<file path="src/rtl/ama_riscv_pkg.sv">
// ama_riscv_pkg: shared types for the unified-memory arbiter and its in-flight ID queue.
package ama_riscv_pkg;
  typedef enum logic {ARB_IMEM = 1'b0, ARB_DMEM = 1'b1} arb_id_t;
  typedef struct packed {
    arb_id_t id;
    logic    discard;
  } arb_qentry_t;
endpackage

</file>
<file path="src/rtl/ama_riscv_arb_idq.sv">
// ama_riscv_arb_idq: ordered queue of in-flight read owners with bulk discard-by-id and empty bypass.
module ama_riscv_arb_idq
  import ama_riscv_pkg::*;
#(
  parameter int DEPTH = 2
) (
  input  logic        clk,
  input  logic        rst,
  input  logic        push,
  input  arb_id_t     push_id,
  input  logic        pop,
  input  logic        flush,
  input  arb_id_t     flush_id,
  output arb_qentry_t head,
  output logic        head_valid,
  output logic        full,
  output logic        empty
);
  localparam int PW = DEPTH > 1 ? $clog2(DEPTH) : 1;
  localparam int CW = $clog2(DEPTH) + 1;
  arb_qentry_t   q [DEPTH];
  logic [PW-1:0] wptr, rptr;
  logic [CW-1:0] count;
  function automatic logic [PW-1:0] nxt(input logic [PW-1:0] p);
    return p == PW'(DEPTH - 1) ? '0 : p + 1'b1;
  endfunction
  assign empty      = count == '0;
  assign full       = count == CW'(DEPTH);
  assign head_valid = !empty || push;
  // A flush also kills the head being popped this cycle; a bypassed push is never flushed.
  always_comb begin
    head         = empty ? arb_qentry_t'{push_id, 1'b0} : q[rptr];
    head.discard = head.discard | (!empty && flush && head.id == flush_id);
  end
  always_ff @(posedge clk or negedge rst) begin
    if (!rst) begin
      wptr  <= '0;
      rptr  <= '0;
      count <= '0;
      for (int i = 0; i < DEPTH; i++) q[i] <= arb_qentry_t'{ARB_IMEM, 1'b0};
    end else begin
      for (int i = 0; i < DEPTH; i++)
        if (flush && q[i].id == flush_id) q[i].discard <= 1'b1;
      if (push) q[wptr] <= arb_qentry_t'{push_id, 1'b0};
      if (push) wptr <= nxt(wptr);
      if (pop) rptr <= nxt(rptr);
      count <= count + CW'(push) - CW'(pop);
    end
  end
endmodule

</file>
<file path="src/rtl/ama_riscv_mem_arb.sv">
// ama_riscv_mem_arb: shares one memory port between fetch and load/store, routing in-order responses.
// Define MEM_ARB_RR_EN for round-robin arbitration; default is fixed DMEM priority.
module ama_riscv_mem_arb
  import ama_riscv_pkg::*;
#(
  parameter int OUTST = 2,
  parameter int AW    = 32
) (
  input  logic          clk,
  input  logic          rst,
  input  logic          imem_req_valid,
  output logic          imem_req_ready,
  input  logic [AW-1:0] imem_req_addr,
  output logic          imem_rsp_valid,
  input  logic          imem_rsp_ready,
  output logic [31:0]   imem_rsp_data,
  input  logic          dmem_req_valid,
  output logic          dmem_req_ready,
  input  logic [AW-1:0] dmem_req_addr,
  input  logic [31:0]   dmem_req_wdata,
  input  logic [3:0]    dmem_req_wmask,
  output logic          dmem_rsp_valid,
  input  logic          dmem_rsp_ready,
  output logic [31:0]   dmem_rsp_data,
  output logic          mem_req_valid,
  input  logic          mem_req_ready,
  output logic [AW-1:0] mem_req_addr,
  output logic [31:0]   mem_req_wdata,
  output logic [3:0]    mem_req_wmask,
  input  logic          mem_rsp_valid,
  output logic          mem_rsp_ready,
  input  logic [31:0]   mem_rsp_data,
  input  logic          flush_imem,
  output logic          err_unexp_rsp
);
  logic        lock, d_wr, i_ok, d_ok, xfer, push, pop, full, empty, head_valid, rsp_live;
  arb_id_t     lock_id, gnt;
  arb_qentry_t head;
`ifdef MEM_ARB_RR_EN
  arb_id_t     last_grant;
`endif
  assign d_wr = |dmem_req_wmask;
  assign i_ok = imem_req_valid && !full;
  assign d_ok = dmem_req_valid && (d_wr || !full);
`ifdef MEM_ARB_RR_EN
  assign gnt = lock ? lock_id :
               (i_ok && d_ok) ? (last_grant == ARB_IMEM ? ARB_DMEM : ARB_IMEM) :
               d_ok ? ARB_DMEM : ARB_IMEM;
`else
  assign gnt = lock ? lock_id : d_ok ? ARB_DMEM : ARB_IMEM;
`endif
  assign mem_req_valid  = rst && (gnt == ARB_DMEM ? d_ok : i_ok);
  assign mem_req_addr   = gnt == ARB_DMEM ? dmem_req_addr : imem_req_addr;
  assign mem_req_wdata  = gnt == ARB_DMEM ? dmem_req_wdata : '0;
  assign mem_req_wmask  = gnt == ARB_DMEM ? dmem_req_wmask : '0;
  assign xfer           = mem_req_valid && mem_req_ready;
  assign imem_req_ready = xfer && gnt == ARB_IMEM;
  assign dmem_req_ready = xfer && gnt == ARB_DMEM;
  assign push           = xfer && (gnt == ARB_IMEM || !d_wr);
  // Discarded heads and orphan responses are always sunk so memory never stalls on them.
  assign mem_rsp_ready  = rst && (!head_valid || head.discard ||
                                  (head.id == ARB_IMEM ? imem_rsp_ready : dmem_rsp_ready));
  assign rsp_live       = rst && mem_rsp_valid && head_valid && !head.discard;
  assign imem_rsp_valid = rsp_live && head.id == ARB_IMEM;
  assign dmem_rsp_valid = rsp_live && head.id == ARB_DMEM;
  assign imem_rsp_data  = mem_rsp_data;
  assign dmem_rsp_data  = mem_rsp_data;
  assign pop            = mem_rsp_valid && mem_rsp_ready && head_valid;
  ama_riscv_arb_idq #(.DEPTH(OUTST)) u_idq (
    .clk       (clk),
    .rst       (rst),
    .push      (push),
    .push_id   (gnt),
    .pop       (pop),
    .flush     (flush_imem),
    .flush_id  (ARB_IMEM),
    .head      (head),
    .head_valid(head_valid),
    .full      (full),
    .empty     (empty)
  );
  always_ff @(posedge clk or negedge rst) begin
    if (!rst) begin
      lock          <= 1'b0;
      lock_id       <= ARB_IMEM;
      err_unexp_rsp <= 1'b0;
    end else begin
      lock          <= mem_req_valid && !mem_req_ready;
      lock_id       <= gnt;
      err_unexp_rsp <= err_unexp_rsp | (mem_rsp_valid && empty && !push);
    end
  end
`ifdef MEM_ARB_RR_EN
  always_ff @(posedge clk or negedge rst) begin
    if (!rst) last_grant <= ARB_IMEM;
    else if (xfer) last_grant <= gnt;
  end
`endif
endmodule

</file>
<file path="config.mk">
export PLATFORM = sky130hd
export DESIGN_NAME = ama_riscv_mem_arb
export DESIGN_NICKNAME = d
export VERILOG_FILES = /design/src/rtl/ama_riscv_pkg.sv /design/src/rtl/ama_riscv_arb_idq.sv /design/src/rtl/ama_riscv_mem_arb.sv
export SDC_FILE = /design/constraint.sdc
export NUM_CORES = 1
export LEC_CHECK = 0
export CORE_AREA = 2 2 107 109
export CTS_BUF_LIST = sky130_fd_sc_hd__clkbuf_4
export DETAILED_ROUTE_END_ITERATION = 10
export DIE_AREA = 0 0 109 111
export DONT_BUFFER_PORTS = 1
export SKIP_LAST_GASP = 1
export SLEW_MARGIN = 25
export SYNTH_ARGS = -nofsm -noshare
export SYNTH_HDL_FRONTEND = slang
export SYNTH_HIERARCHICAL = 1
export SYNTH_SLANG_ARGS = --single-unit
</file>
<file path="constraint.sdc">
create_clock -name clk -period 6.4 [get_ports clk]
set_input_delay 1.92 -clock clk [delete_from_list [all_inputs] [get_ports clk]]
set_output_delay 1.92 -clock clk [all_outputs]
set_load 0.1 [all_outputs]
</file>
* Word-level counts from Yosys, hierarchy flattened
Cells that the tools add are included.
Word-level totals: register bits 11, word-level logic and storage cells 82, input port bits 141
Cells by class: eq/ne operators 1, reduce and logical (&&, ||, !) cells 37, add/sub/neg operators 4, bitwise operators 8, muxes and demuxes 19, $lt $le $gt $ge 3
Operators by type and width (count):
- $mux W32 | 2
- $logic_and A1 B1 Y1 | 23
- $mux W2 | 5
- $mux W1 | 8
- $logic_not A1 Y1 | 7
- $logic_or A1 B1 Y1 | 5
- $bwmux W4 | 1
- $ge A2 B2 Y1 const B | 2
- $mux W4 | 1
- $not A1 Y1 | 4
- $not A1 Y2 | 2
- $reduce_or A4 Y1 | 1
- $mux W3 | 1
- $add A1 B1 Y1 const B | 2
- $add A2 B1 Y2 | 1
- $demux W2 S1 | 1
- $eq A2 B2 Y1 const B | 1
- $logic_not A2 Y1 | 1
- $lt A2 B1 Y1 const B | 1
- $or A1 B1 Y1 | 2
- $sub A2 B1 Y2 | 1

* Depth between registers and ports, before layout
depth after elaboration 18, depth in mapped cells 16, mapped depth without buffers 14

* Cells and area by module
The synthesis kept the hierarchy.
Modules (own cells, without submodules):
- ama_riscv_mem_arb | cells an instance 171, times used 1, area each 1460.2 µm²
- ama_riscv_arb_idq | cells an instance 38, times used 1, area each 424.2 µm²

* Worst setup path after synthesis
No wires, ideal clock.
path kind input -> output, start input dmem_req_wmask[3], end output dmem_rsp_valid, data required time 4.480 ns, setup slack -0.972 ns, path buffers 0, arrival time 5.452 ns, stages on the path 7, cells stage by stage nor4_4 -> mux2i_1 -> or4b_1 -> inv_1 -> or3_1 -> nand3_1 -> nor3b_1
Between the ends: word-level cells in the longest chain between the ends 13, elaborated cells on any way between the ends 21, classes of those cells mux (4); bitwise (3); reduce/logical (14)
Ends and longest elaborated chain:
- start, declared | line ama_riscv_mem_arb.sv:21 | input logic [3:0] dmem_req_wmask,
- $reduce_or A4 Y1 (*) | line ama_riscv_mem_arb.sv:42 | assign d_wr = |dmem_req_wmask;
- $logic_or A1 B1 Y1 | line ama_riscv_mem_arb.sv:44 | assign d_ok = dmem_req_valid && (d_wr || !full);
- $logic_and A1 B1 Y1 | line ama_riscv_mem_arb.sv:44
- $mux W1 (2 in a row) | line ama_riscv_mem_arb.sv:50 | assign gnt = lock ? lock_id : d_ok ? ARB_DMEM : ARB_IMEM;
- $mux W1 | line ama_riscv_mem_arb.sv:52 | assign mem_req_valid = rst && (gnt == ARB_DMEM ? d_ok : i_ok);
- $logic_and A1 B1 Y1 | line ama_riscv_mem_arb.sv:52
- $logic_and A1 B1 Y1 | line ama_riscv_mem_arb.sv:56 | assign xfer = mem_req_valid && mem_req_ready;
- $logic_and A1 B1 Y1 (*) | line ama_riscv_mem_arb.sv:59 | assign push = xfer && (gnt == ARB_IMEM || !d_wr);
- via push | line ama_riscv_mem_arb.sv:36 | logic lock, d_wr, i_ok, d_ok, xfer, push, pop, full, empty, head_valid, rsp_live;
- $logic_or A1 B1 Y1 (*) | line ama_riscv_arb_idq.sv:29 | assign head_valid = !empty || push;
- via head_valid | line ama_riscv_mem_arb.sv:36
- $logic_and A1 B1 Y1 (*) (2 in a row) | line ama_riscv_mem_arb.sv:63 | assign rsp_live = rst && mem_rsp_valid && head_valid && !head.discard;
- $logic_and A1 B1 Y1 (*) | line ama_riscv_mem_arb.sv:65 | assign dmem_rsp_valid = rsp_live && head.id == ARB_DMEM;
- end, declared | line ama_riscv_mem_arb.sv:22 | output logic dmem_rsp_valid,
The timed path passes the listed nets; every way through them passes the cells marked *.

==> results_dict.tcl <==
set metrics [dict create \
    status "finished clean" \
    min_path_type "reg2reg" \
    synthMuxAreaShare_pct 22.8 \
    dp_hpwl_mm 5.58 \
    slew-limit-headroom_pct 38.7 \
    fin_util_pct 24.0 \
    drive_above_1_share_pct 61.8 \
    rr_startpoint "u_idq/count[0]$_DFF_PN0_" \
    core_mm2 0.0111 \
    clock_skew_ns 0.00449 \
    path_clk_slew_ns 0.07 \
    dr_total_vias 1357 \
    hold_buffers 0 \
    numPortBuffers 0 \
    cts_tree "built" \
    firstDrtPassIters 4 \
    grt_max_degree 42 \
    synth_area_per_cell_um2 9.02 \
    synth_seq_area_share_pct 14.6 \
    fmax_mhz 167 \
    post_cts_buffers 0 \
    powerDensity_mw_per_mm2 352 \
    max_cap_violations 0 \
    min_path_cells 1 \
    leakagePower_nw 1.10 \
    yosys-top-cells-area "buf_4 26%, mux2_2 20%, dfrtp_1 15%, and2_4 9.3%, and2_1 5.3%" \
    synth_top_family_by_area "buffers and inverters" \
    async_reset_ff_share_pct 100 \
    yosysTopAreaCell "buf_4" \
    synthAdderAreaFrac_pct 1.33 \
    postCtsResizedCells 0 \
    grt_use_total_pct 9.50 \
    antenna_found_initial 1 \
    cts_root_buffer "clkbuf_4" \
    rsz0062_at_grt "false" \
    yosys_register_bits 11 \
    syn_inst 209 \
    synth_area_mm2 0.00188 \
    rows 39 \
    fillCellCount 1161 \
    areaGrowthSynthToFinish_pct 41.2 \
    critPathMaxFanout 41 \
    gr-total-overflow 0 \
    setup_viol_count_final 0 \
    die_area_mm2 0.0121 \
    end_kind "output pin" \
    final-hold-violation-count 0 \
    reg2reg_depth 14 \
    wl_per_cell_um 18.0 \
    synth_flop_cell "dfrtp_1" \
    min_from "u_idq/count[1]$_DFF_PN0_" \
    cts_sinks 11 \
    post-route-period-util_pct 93.5 \
    finalCriticalPeriod_ns 5.98 \
    die_y_um 111 \
    drc_errors 0 \
    cp.arrival_ns 4.06 \
    synth_edf_count 0 \
    grt_pass1_wl_mm 8.66 \
    synth_simple_gate_area_share_pct 23.6 \
    synth_compound_area_share_pct 3.78 \
    yosys.cell_count.top_type "buf_4" \
    nNetsFinal 343 \
    start_util_pct 17.0 \
    cts_max_path_buffers 2 \
    irDropWorstVdd_mv 0.121 \
    min_to "u_idq/count[1]$_DFF_PN0_" \
    drt_iter0_drc 48 \
    r2r-end "u_idq/count[1]$_DFF_PN0_" \
    cts.htree.levels 1 \
    die_w_um 109 \
    numCtsBuffers 3 \
    reg2reg_slack_ns 2.94 \
    yosysWarnings 6 \
    start_kind "input port" \
    routed_wl_mm 6.16 \
    dp.cells 338 \
    ys_types 39 \
    critPathKind "in2out" \
    postRouteAntennaNets 0 \
    synth_top_area_share_pct 25.9 \
    vias_per_cell 3.96 \
    finalMaxSlewViolations 0 \
    synth-xor-area-share_pct 2.79 \
    finalSetupTns_ns 0 \
    synthTopCellsByCount "65 x buf_4, 33 x mux2_2, 20 x and2_4, 16 x and2_1, 11 x dfrtp_1" \
    gp_congestion 0.753 \
    worst_slew_pin_slew_ns 0.919 \
    hold_ws_ns 0.517 \
    grt_pass1_vias 1516 \
    io_pins 280 \
    clock_latency_ns 0.27 \
    crit_required_ns 4.48 \
    fin_cells 343 \
]
-- cells by family (layout without fill, tap and decap cells) --
group                      count (synthesis)  in the layout
buffers and inverters                     78             65
and+or+nand+nor                           62             62
muxes                                     38             38
AOI/OAI and AO/OA                         11             11
DFF                                       11             11
xor gates and xnor gates                   6              6
adders and majority gates                  2              2
other                                      1              5
-- layout by cell type, fill, tap and decap left out, types with 3 or more instances in the layout --
master,netlist,final
conb_1,1,4
inv_1,4,4
nor2_1,3,3
mux2_2,33,33
xnor2_1,4,4
and2_4,20,20
nand2_1,3,3
nor2b_1,3,3
and2_1,16,16
dfrtp_1,11,11
a21oi_1,5,5
buf_12,0,53
clkbuf_4,0,4
-- worst max path at each step --
stage                      start              to  slack (ns)
2_1_floorplan  dmem_req_wmask[3]  dmem_rsp_valid       -0.04
3_5_place_dp   dmem_req_wmask[2]   mem_rsp_ready        0.38
5_1_grt        dmem_req_wmask[2]   mem_rsp_ready        0.18
6_report       dmem_req_wmask[2]   mem_rsp_ready        0.42
4_1_cts        dmem_req_wmask[2]   mem_rsp_ready        0.38
3_3_place_gp   dmem_req_wmask[2]   mem_rsp_ready        0.47
-- registers in the layout (all words and copies together), names as in the netlist --
register,cells
u_idq/q,4
lock_id,1
u_idq/wptr,1
u_idq/count,2
u_idq/rptr,1
lock,1
err_unexp_rsp,1
-- metrics by stage --
stage	area, um^2	setup WS [ns]	total power, mW
after floorplan	1910	-0.0415	0.863
after global routing	2660	0.182	0.975
final	2660	0.419	0.936
after detailed placement	2630	0.379	0.890
after global placement	2630	0.467	0.878
after CTS	2660	0.377	0.944
-- critical path, cell delays in order --
cell	delay, ns
nor4_4	0.03
and2_2	0.22
o21a_1	0.21
inv_2	0.43
nor2_1	0.12
a21oi_1	0.37
nor2b_1	0.09
a211oi_1	0.36
a21boi_2	0.13
buf_12	0.18
-- power breakdown --
group | leakage (nW) | internal (mW) | switching (mW)
Combinational | 0.961 | 0.253 | 0.510
Sequential | 0.125 | 0.0957 | 0.0262
Clock | 0.0184 | 0.0284 | 0.0235
-- layer usage --
metal	wire (um)	track usage (%)	up-vias
met2	3710	19.2	137
li1	-	-	596
met5	0	0	-
met1	1770	8.99	620
met3	638	2.76	4
met4	48	2.31	0
-- layout make-up --
type / count / area, um^2 / share of cell area [%]
diodes: 1 / 2.50 / 0.0940
inverters: 6 / 23.8 / 0.893
clock buffers: 4 / 30.0 / 1.13
well taps: 143 / 179 / 6.72
multi-input cells: 123 / 1070 / 40.4
repair buffers: 55 / 1080 / 40.4
flip-flops and latches: 11 / 275 / 10.3
No activity file was read; power rests on OpenSTA's default activity.
